**src/rtl/wb_stage_if.sv**
```systemverilog
`default_nettype none
// ============================================================================
//  Module      : wb_stage_if
//  Description : Memory-stage to write-back-stage handshake bundle. Carries
//                the valid/ready pair plus every field of the instruction
//                handed to write-back.
//                master : memory stage (drives instruction, samples ready)
//                slave  : write-back stage (samples instruction, drives ready)
//  Revision    : 1.0  initial release
// ============================================================================
interface wb_stage_if #(
    parameter int DATA_WIDTH = 32
);
    logic                  valid_last;
    logic                  ready_last;
    logic [31:0]           pc;
    logic [31:0]           inst;
    logic                  R_wen;
    logic [4:0]            rd;
    logic                  mem_ren;
    logic [DATA_WIDTH-1:0] MEM_Rdata;
    logic [DATA_WIDTH-1:0] Ex_result;
    logic [3:0]            csr_wen;
    logic [DATA_WIDTH-1:0] csrs;
    logic                  jump_flag;

    modport master (
        output valid_last, pc, inst, R_wen, rd, mem_ren, MEM_Rdata,
               Ex_result, csr_wen, csrs, jump_flag,
        input  ready_last
    );

    modport slave (
        input  valid_last, pc, inst, R_wen, rd, mem_ren, MEM_Rdata,
               Ex_result, csr_wen, csrs, jump_flag,
        output ready_last
    );
endinterface
`default_nettype wire

```
**src/rtl/wb_stage.sv**
```systemverilog
`default_nettype none
// ============================================================================
//  Module      : wb_stage
//  Description : Write-back stage of the 5-stage RV32 pipeline. Registers one
//                instruction from the memory stage, selects load data or the
//                execute result, writes the integer register file and the
//                four machine CSRs (mstatus, mtvec, mepc, mcause).
//  Ports       : clk, rst             clock, synchronous active-high reset
//                mem_if (slave)       instruction handshake from memory stage
//                raddr1/2, rdata1/2   combinational decode read ports
//                *_o                  current CSR values
//                fwd_*                forwarding view of retiring instruction
//                commit_*             commit view of retiring instruction
//                retire_cnt           64-bit retired-instruction counter
//  Options     : WB_RETIRE_CNT_EN     when defined, retire_cnt counts retired
//                                     instructions; otherwise tied to 0
//  Revision    : 1.0  initial release
// ============================================================================
module wb_stage #(
    parameter int                    DATA_WIDTH  = 32,
    parameter int                    REG_NUM     = 32,
    parameter logic [DATA_WIDTH-1:0] MTVEC_RST   = 32'h0000_0000,
    parameter logic [DATA_WIDTH-1:0] MSTATUS_RST = 32'h0000_1800
) (
    input  wire logic                  clk,
    input  wire logic                  rst,
    wb_stage_if.slave                  mem_if,
    input  wire logic [4:0]            raddr1,
    input  wire logic [4:0]            raddr2,
    output logic      [DATA_WIDTH-1:0] rdata1,
    output logic      [DATA_WIDTH-1:0] rdata2,
    output logic      [DATA_WIDTH-1:0] mstatus_o,
    output logic      [DATA_WIDTH-1:0] mtvec_o,
    output logic      [DATA_WIDTH-1:0] mepc_o,
    output logic      [DATA_WIDTH-1:0] mcause_o,
    output logic                       fwd_valid,
    output logic      [4:0]            fwd_rd,
    output logic      [DATA_WIDTH-1:0] fwd_data,
    output logic                       commit_valid,
    output logic      [31:0]           commit_pc,
    output logic      [31:0]           commit_inst,
    output logic                       commit_jump,
    output logic      [63:0]           retire_cnt
);

    // ------------------------------------------------------------------
    // Stage registers
    // ------------------------------------------------------------------
    logic                  r_wb_valid;
    logic [31:0]           r_pc;
    logic [31:0]           r_inst;
    logic                  r_R_wen;
    logic [4:0]            r_rd;
    logic                  r_mem_ren;
    logic [DATA_WIDTH-1:0] r_MEM_Rdata;
    logic [DATA_WIDTH-1:0] r_Ex_result;
    logic [3:0]            r_csr_wen;
    logic [DATA_WIDTH-1:0] r_csrs;
    logic                  r_jump_flag;

    logic                  w_accept;
    logic [DATA_WIDTH-1:0] w_wb_data;
    logic                  w_fwd_valid;

    // No stall path: write-back always drains in one cycle.
    assign mem_if.ready_last = 1'b1;
    assign w_accept          = mem_if.valid_last & mem_if.ready_last;

    always_ff @(posedge clk) begin
        if (rst) begin
            r_wb_valid  <= 1'b0;
            r_pc        <= '0;
            r_inst      <= '0;
            r_R_wen     <= 1'b0;
            r_rd        <= '0;
            r_mem_ren   <= 1'b0;
            r_MEM_Rdata <= '0;
            r_Ex_result <= '0;
            r_csr_wen   <= '0;
            r_csrs      <= '0;
            r_jump_flag <= 1'b0;
        end else if (w_accept) begin
            r_wb_valid  <= 1'b1;
            r_pc        <= mem_if.pc;
            r_inst      <= mem_if.inst;
            r_R_wen     <= mem_if.R_wen;
            r_rd        <= mem_if.rd;
            r_mem_ren   <= mem_if.mem_ren;
            r_MEM_Rdata <= mem_if.MEM_Rdata;
            r_Ex_result <= mem_if.Ex_result;
            r_csr_wen   <= mem_if.csr_wen;
            r_csrs      <= mem_if.csrs;
            r_jump_flag <= mem_if.jump_flag;
        end else begin
            // Payload is held; only the valid flag drops.
            r_wb_valid  <= 1'b0;
        end
    end

    // ------------------------------------------------------------------
    // Retire-cycle datapath
    // ------------------------------------------------------------------
    assign w_wb_data   = r_mem_ren ? r_MEM_Rdata : r_Ex_result;
    assign w_fwd_valid = r_wb_valid & r_R_wen & (r_rd != 5'd0);

    assign fwd_valid    = w_fwd_valid;
    assign fwd_rd       = r_rd;
    assign fwd_data     = w_wb_data;
    assign commit_valid = r_wb_valid;
    assign commit_pc    = r_pc;
    assign commit_inst  = r_inst;
    assign commit_jump  = r_jump_flag;

    // ------------------------------------------------------------------
    // Integer register file. Entry 0 is only ever written with zero (reset)
    // because w_fwd_valid excludes rd == 0, and reads of x0 are forced to 0.
    // ------------------------------------------------------------------
    logic [DATA_WIDTH-1:0] r_rf [REG_NUM];

    always_ff @(posedge clk) begin
        if (rst) begin
            for (int i = 0; i < REG_NUM; i++) begin
                r_rf[i] <= '0;
            end
        end else if (w_fwd_valid) begin
            r_rf[r_rd] <= w_wb_data;
        end
    end

    // Write-through bypass lets decode see the retiring value in the same
    // cycle the write is still pending.
    always_comb begin
        rdata1 = '0;
        if (raddr1 == 5'd0) begin
            rdata1 = '0;
        end else if (w_fwd_valid && (raddr1 == r_rd)) begin
            rdata1 = w_wb_data;
        end else begin
            rdata1 = r_rf[raddr1];
        end
    end

    always_comb begin
        rdata2 = '0;
        if (raddr2 == 5'd0) begin
            rdata2 = '0;
        end else if (w_fwd_valid && (raddr2 == r_rd)) begin
            rdata2 = w_wb_data;
        end else begin
            rdata2 = r_rf[raddr2];
        end
    end

    // ------------------------------------------------------------------
    // Machine CSRs: every enabled CSR takes the same value csrs.
    // ------------------------------------------------------------------
    logic [DATA_WIDTH-1:0] r_mstatus;
    logic [DATA_WIDTH-1:0] r_mtvec;
    logic [DATA_WIDTH-1:0] r_mepc;
    logic [DATA_WIDTH-1:0] r_mcause;

    always_ff @(posedge clk) begin
        if (rst) begin
            r_mstatus <= MSTATUS_RST;
            r_mtvec   <= MTVEC_RST;
            r_mepc    <= '0;
            r_mcause  <= '0;
        end else if (r_wb_valid) begin
            if (r_csr_wen[0]) r_mstatus <= r_csrs;
            if (r_csr_wen[1]) r_mtvec   <= r_csrs;
            if (r_csr_wen[2]) r_mepc    <= r_csrs;
            if (r_csr_wen[3]) r_mcause  <= r_csrs;
        end
    end

    assign mstatus_o = r_mstatus;
    assign mtvec_o   = r_mtvec;
    assign mepc_o    = r_mepc;
    assign mcause_o  = r_mcause;

    // ------------------------------------------------------------------
    // Retired-instruction counter
    // ------------------------------------------------------------------
`ifdef WB_RETIRE_CNT_EN
    logic [63:0] r_retire_cnt;

    always_ff @(posedge clk) begin
        if (rst) begin
            r_retire_cnt <= '0;
        end else if (r_wb_valid) begin
            r_retire_cnt <= r_retire_cnt + 64'd1;
        end
    end

    assign retire_cnt = r_retire_cnt;
`else
    assign retire_cnt = 64'd0;
`endif

endmodule
`default_nettype wire

```
**src/flat_wrapper.sv**
```systemverilog
// flat-port wrapper written by rule: the top's interface ports become plain ports
module wb_stage_flat 
#(
    parameter int                    DATA_WIDTH  = 32,
    parameter int                    REG_NUM     = 32,
    parameter logic [DATA_WIDTH-1:0] MTVEC_RST   = 32'h0000_0000,
    parameter logic [DATA_WIDTH-1:0] MSTATUS_RST = 32'h0000_1800
)
  (clk, rst, raddr1, raddr2, rdata1, rdata2, mstatus_o, mtvec_o, mepc_o, mcause_o, fwd_valid, fwd_rd, fwd_data, commit_valid, commit_pc, commit_inst, commit_jump, retire_cnt, mem_if_valid_last, mem_if_pc, mem_if_inst, mem_if_R_wen, mem_if_rd, mem_if_mem_ren, mem_if_MEM_Rdata, mem_if_Ex_result, mem_if_csr_wen, mem_if_csrs, mem_if_jump_flag, mem_if_ready_last);
  wb_stage_if #(.DATA_WIDTH(DATA_WIDTH)) mem_if_i ();
  input  wire logic clk;
  input  wire logic rst;
  input  wire logic [4:0] raddr1;
  input  wire logic [4:0] raddr2;
  output logic      [DATA_WIDTH-1:0] rdata1;
  output logic      [DATA_WIDTH-1:0] rdata2;
  output logic      [DATA_WIDTH-1:0] mstatus_o;
  output logic      [DATA_WIDTH-1:0] mtvec_o;
  output logic      [DATA_WIDTH-1:0] mepc_o;
  output logic      [DATA_WIDTH-1:0] mcause_o;
  output logic fwd_valid;
  output logic      [4:0] fwd_rd;
  output logic      [DATA_WIDTH-1:0] fwd_data;
  output logic commit_valid;
  output logic      [31:0] commit_pc;
  output logic      [31:0] commit_inst;
  output logic commit_jump;
  output logic      [63:0] retire_cnt;
  input wire logic [$bits(mem_if_i.valid_last)-1:0] mem_if_valid_last;
  input wire logic [$bits(mem_if_i.pc)-1:0] mem_if_pc;
  input wire logic [$bits(mem_if_i.inst)-1:0] mem_if_inst;
  input wire logic [$bits(mem_if_i.R_wen)-1:0] mem_if_R_wen;
  input wire logic [$bits(mem_if_i.rd)-1:0] mem_if_rd;
  input wire logic [$bits(mem_if_i.mem_ren)-1:0] mem_if_mem_ren;
  input wire logic [$bits(mem_if_i.MEM_Rdata)-1:0] mem_if_MEM_Rdata;
  input wire logic [$bits(mem_if_i.Ex_result)-1:0] mem_if_Ex_result;
  input wire logic [$bits(mem_if_i.csr_wen)-1:0] mem_if_csr_wen;
  input wire logic [$bits(mem_if_i.csrs)-1:0] mem_if_csrs;
  input wire logic [$bits(mem_if_i.jump_flag)-1:0] mem_if_jump_flag;
  output wire logic [$bits(mem_if_i.ready_last)-1:0] mem_if_ready_last;
  assign mem_if_i.valid_last = mem_if_valid_last;
  assign mem_if_i.pc = mem_if_pc;
  assign mem_if_i.inst = mem_if_inst;
  assign mem_if_i.R_wen = mem_if_R_wen;
  assign mem_if_i.rd = mem_if_rd;
  assign mem_if_i.mem_ren = mem_if_mem_ren;
  assign mem_if_i.MEM_Rdata = mem_if_MEM_Rdata;
  assign mem_if_i.Ex_result = mem_if_Ex_result;
  assign mem_if_i.csr_wen = mem_if_csr_wen;
  assign mem_if_i.csrs = mem_if_csrs;
  assign mem_if_i.jump_flag = mem_if_jump_flag;
  assign mem_if_ready_last = mem_if_i.ready_last;
  wb_stage #(.DATA_WIDTH(DATA_WIDTH), .REG_NUM(REG_NUM), .MTVEC_RST(MTVEC_RST), .MSTATUS_RST(MSTATUS_RST)) u_core (.clk(clk), .rst(rst), .mem_if(mem_if_i), .raddr1(raddr1), .raddr2(raddr2), .rdata1(rdata1), .rdata2(rdata2), .mstatus_o(mstatus_o), .mtvec_o(mtvec_o), .mepc_o(mepc_o), .mcause_o(mcause_o), .fwd_valid(fwd_valid), .fwd_rd(fwd_rd), .fwd_data(fwd_data), .commit_valid(commit_valid), .commit_pc(commit_pc), .commit_inst(commit_inst), .commit_jump(commit_jump), .retire_cnt(retire_cnt));
endmodule
```
**config.mk**
```make
export PLATFORM = sky130hd
export DESIGN_NAME = wb_stage_flat
export DESIGN_NICKNAME = d
export VERILOG_FILES = /design/src/rtl/wb_stage_if.sv /design/src/rtl/wb_stage.sv /design/src/flat_wrapper.sv
export SDC_FILE = /design/constraint.sdc
export NUM_CORES = 2
export LEC_CHECK = 0
export BUFFER_PORTS_ARGS = -buffer_cell sky130_fd_sc_hd__buf_2
export CAP_MARGIN = 30
export CELL_PAD_IN_SITES_DETAIL_PLACEMENT = 0
export CELL_PAD_IN_SITES_GLOBAL_PLACEMENT = 1
export CORE_MARGIN = 2
export CORE_UTILIZATION = 53
export CTS_CLUSTER_SIZE = 20
export DETAILED_ROUTE_END_ITERATION = 10
export GPL_TIMING_DRIVEN = 1
export PLACE_DENSITY_LB_ADDON = 0.1
export SLEW_MARGIN = 20
export SYNTH_ARGS = -nofsm -noshare
export SYNTH_HDL_FRONTEND = slang
export SYNTH_SLANG_ARGS = --single-unit
```
**constraint.sdc**
```tcl
create_clock -name clk -period 6.8 [get_ports clk]
set_input_delay 0.68 -clock clk [delete_from_list [all_inputs] [get_ports clk]]
set_output_delay 0.68 -clock clk [all_outputs]
set_load 0.02 [all_outputs]
```
==> metrics.md <==
| Metric | Value |
|---|---|
| CP Capture Type | `primary output` |
| Async SR Flop Fraction | `0%` |
| Register area share after synthesis | `57.69%` |
| Iter 0 DRT Violations | `7750` |
| Status | `complete, no violations` |
| H-tree levels | `4` |
| Synth Area in Simple Gates | `10.69%` |
| Dominant cells by area after synthesis | `edfxtp_1 48%, mux4_2 13%, dfxtp_1 9.5%, nor2_1 7.0%, mux2i_1 6.9%` |
| First-pass GRT wire length | `339800 µm` |
| P_leak | `0.02715 µW` |
| Setup tns final | `0 ps` |
| Largest net degree at the start of global routing | `95` |
| Complex-gate fraction of the synthesized area | `6.529%` |
| Worst-Margin Slew | `1205 ps` |
| DRC Markers | `0` |
| CTS sink count | `1325` |
| Mapped Area | `63740 µm²` |
| Sequential Area | `36780 µm²` |
| Period utilisation layout | `87.17%` |
| Syn Area/Cell | `12.52 µm²` |
| Worst slew margin | `19.18%` |
| CTS Root Cell | `clkbuf_16` |
| Worst Hold Path EP | `u_core.r_csrs[31]` |
| Power Dens Cells | `263.5 nW/µm²` |
| GR Overflow Total | `0` |
| Post-Synth XOR/XNOR Area | `0.1374%` |
| Synth Area in Adders | `0%` |
| Hold Vio Cnt, Final | `0` |
| Vias per cell | `6.657` |
| CTS hold repair buffers | `0` |
| Worst r2r path cells | `6` |
| RR Startpoint | `u_core.fwd_rd[3]` |
| Die Ht | `350.8 µm` |
| Number of cell rows | `127` |
| Max-slew violations | `0` |
| Post-synth EDFFs | `1024` |
| Nets@finish | `5637` |
| Vias in the first global route | `46.28k` |
| Peak VDD IR | `0.2821 mV` |
| Area leader, netlist | `edfxtp_1` |
| Post-Layout Inst Area | `72920 µm²` |
| Postcts setup bufs | `0` |
| Footprint of the multi-input gates | `25210 µm²` |
| MaxCap Viol Count | `0` |
| Final min period | `5928 ps` |
| Worst hold path depth | `3` |
| Area delta synth->final | `14.39%` |
| Arr. time, crit path | `5250 ps` |
| CP max stage delay | `780 ps` |
| Final ANT Viol Nets | `0` |
| Starting Density | `53.27%` |
| Highest-delay cell along the critical path | `nor3_1` |
| Clock-pin slew on the worst setup and hold paths | `60 ps` |
| Die ar. | `123100 µm²` |
| Placed inst area | `68260 µm²` |
| Largest family of logic cells by synthesized area | `multiplexers` |
| # fillers | `9479` |
| Mux cell area share after synthesis | `20.69%` |
| RSZ-0062 raised after global routing | `false` |
| Total CTS buffers | `147` |
| Worst R2R Setup Slack | `3020 ps` |
| Post-Route Skew | `24.75 ps` |
| Clock insertion delay at the later pin of the skew report | `810 ps` |
| Tot GR Track Use | `39.39%` |
| CP Max Fanout | `21` |
| # setup viols final | `0` |
| Longest Clk Path Bufs | `3` |
| Vias | `47.84k` |
| Seq cells post-synth | `1325` |
| Synth warn | `0` |
| Kind of critical path | `register to primary output` |
| Req. time, crit path | `6120 ps` |
| HPWL Detailed | `150500 µm` |
| Synth top area share | `48.24%` |
| PortBufs | `480` |
| Routed wire length | `242800 µm` |
| Worst Hold Class | `primary input to register` |
| Core region area | `119700 µm²` |
| Worst Hold Launch | `mem_if_csrs[31]` |
| CP Launch Type | `register` |
| Share of layout cells above drive strength 1 | `24.87%` |
| Mapped Cells | `5090` |
| Initial antenna violation count | `20` |
| Top FF cell, synth | `edfxtp_1` |
| Die width | `350.8 µm` |
| Highest clock rate | `168.7 MHz` |
| Post-CTS sizing | `0` |
| Cell mode on critical path | `nor3_1` |
| Cell Chain, Critical Path | `nor3_1 > nor3b_2 > or3_1 > buf_4 > nand2b_2 > nor3_1 > a211o_1 > buf_2` |
| TritonRoute pass-1 iters | `8` |
| Gpl congestion | `0.9251` |
| I/O Pins | `546` |
| Yosys cell types | `62` |
| TritonCTS clock tree | `done` |
| DR WL/cell | `33.78 µm` |
| Reg-to-Reg End | `u_core.r_rf[20][20]` |
worst max-delay path by stage:
stage / start / endpoint / slack [ps]
floorplan: raddr1[1] / rdata1[12] / 3340
global placement: raddr1[4] / rdata1[26] / 1580
detailed placement: raddr1[4] / rdata1[23] / 1890
CTS: u_core.fwd_rd[3] / rdata1[0] / 1070
global route: u_core.fwd_rd[3] / rdata1[27] / 920
finish: u_core.fwd_rd[3] / rdata1[0] / 870
layout by cell type (no fill, tap or decap), types with 97 or more instances in the layout:
cell type / synthesis / routed
conb_1: 2 / 97
mux2i_1: 440 / 408
dfxtp_1: 301 / 300
buf_2: 64 / 473
buf_4: 91 / 179
clkbuf_16: 0 / 151
edfxtp_1: 1024 / 1024
nor2_1: 1196 / 1194
mux4_2: 377 / 377
o22ai_1: 125 / 125
a21oi_1: 166 / 166
nand2_1: 349 / 331
metrics by stage:
step | util [%] | setup slack, ps | instances | hold WS [ps] | power (µW)
final | 60.94 | 872.3 | 7187 | 122.5 | 19210
after global routing | 60.92 | 918.4 | 7179 | 113.3 | 19660
after CTS | 60.82 | 1075 | 7171 | 83.94 | 19180
after detailed placement | 57.04 | 1892 | 6909 | 443.0 | 11650
after global placement | 56.96 | 1585 | 6904 | 438.5 | 11620
after floorplan | - | 3344 | 5185 | 459.6 | 10680
Yosys cell counts (all sizes together), types with 4 or more instances:
cell type  instances
xnor2              4
o2111ai            8
mux4             377
o311ai             4
o211ai             8
o221ai             9
nor2            1196
mux2              26
and2               8
nand2b            43
a221o             40
xor2               6
o32a              23
a211o              9
a21oi            166
a22o               7
o22ai            125
nand3b             4
clkbuf           360
nor2b              7
o21ai             49
dfxtp            301
o31ai              5
o41ai              6
edfxtp          1024
a211oi            16
nand2            350
nor4              10
mux2i            440
nor3              54
nor3b             19
inv               35
o21a              15
buf              202
a221oi            76
a22oi             26
layout make-up:
| type | instances | area share [%] |
|---|---|---|
| Sequential cell | 1325 | 50.44 |
| Clock inverter | 59 | 0.6280 |
| Clock buffer | 203 | 5.561 |
| Multi-Input combinational cell | 3262 | 34.58 |
| Tap cell | 1612 | 2.766 |
| Antenna cell | 10 | 0.03432 |
| Inverter | 36 | 0.1853 |
| Timing Repair Buffer | 680 | 5.805 |
state kept, by name, indices dropped and copies added, names as in the netlist:
signal               flops
u_core.commit_inst      32
u_core.commit_jump       1
u_core.commit_pc        32
u_core.commit_valid      1
u_core.fwd_rd            5
u_core.mcause_o         32
u_core.mepc_o           32
u_core.mstatus_o        32
u_core.mtvec_o          32
u_core.r_Ex_result      32
u_core.r_MEM_Rdata      32
u_core.r_R_wen           1
u_core.r_csr_wen         4
u_core.r_csrs           32
u_core.r_mem_ren         1
u_core.r_rf           1024
cell families (layout without fill, tap and decap cells):
group,count (synthesis),in the layout
AOI/OAI and AO/OA,604,604
buffers and inverters,598,978
other,2,107
DFF,1325,1325
and+or+nand+nor,1708,1708
muxes,843,843
xor gates and xnor gates,10,10
critical path: cells and delay by family (launching register included):
| kind | cells | cell delay, ps |
|---|---|---|
| AO/OA/AOI/OAI | 1 | 380 |
| buffers and inverters | 2 | 630 |
| AND/OR/NAND/NOR | 5 | 2900 |
| flip-flops | 1 | 510 |
layer usage:
layer	GRT usage [%]	share of wire, %	up-vias
met1	51.62	35	23700
met3	13.73	15	740
met4	20.08	5.9	12
met2	58.30	44	3922
li1	-	-	19470
met5	0	0.032	-
report_power, final:
group	internal, µW	total (µW)	switching, µW
clock	4350	7650	3290
sequential	8990	9180	189
combinational	808	2390	1580
total	14200	19200	5060
Power figures use the tool's default switching activity.
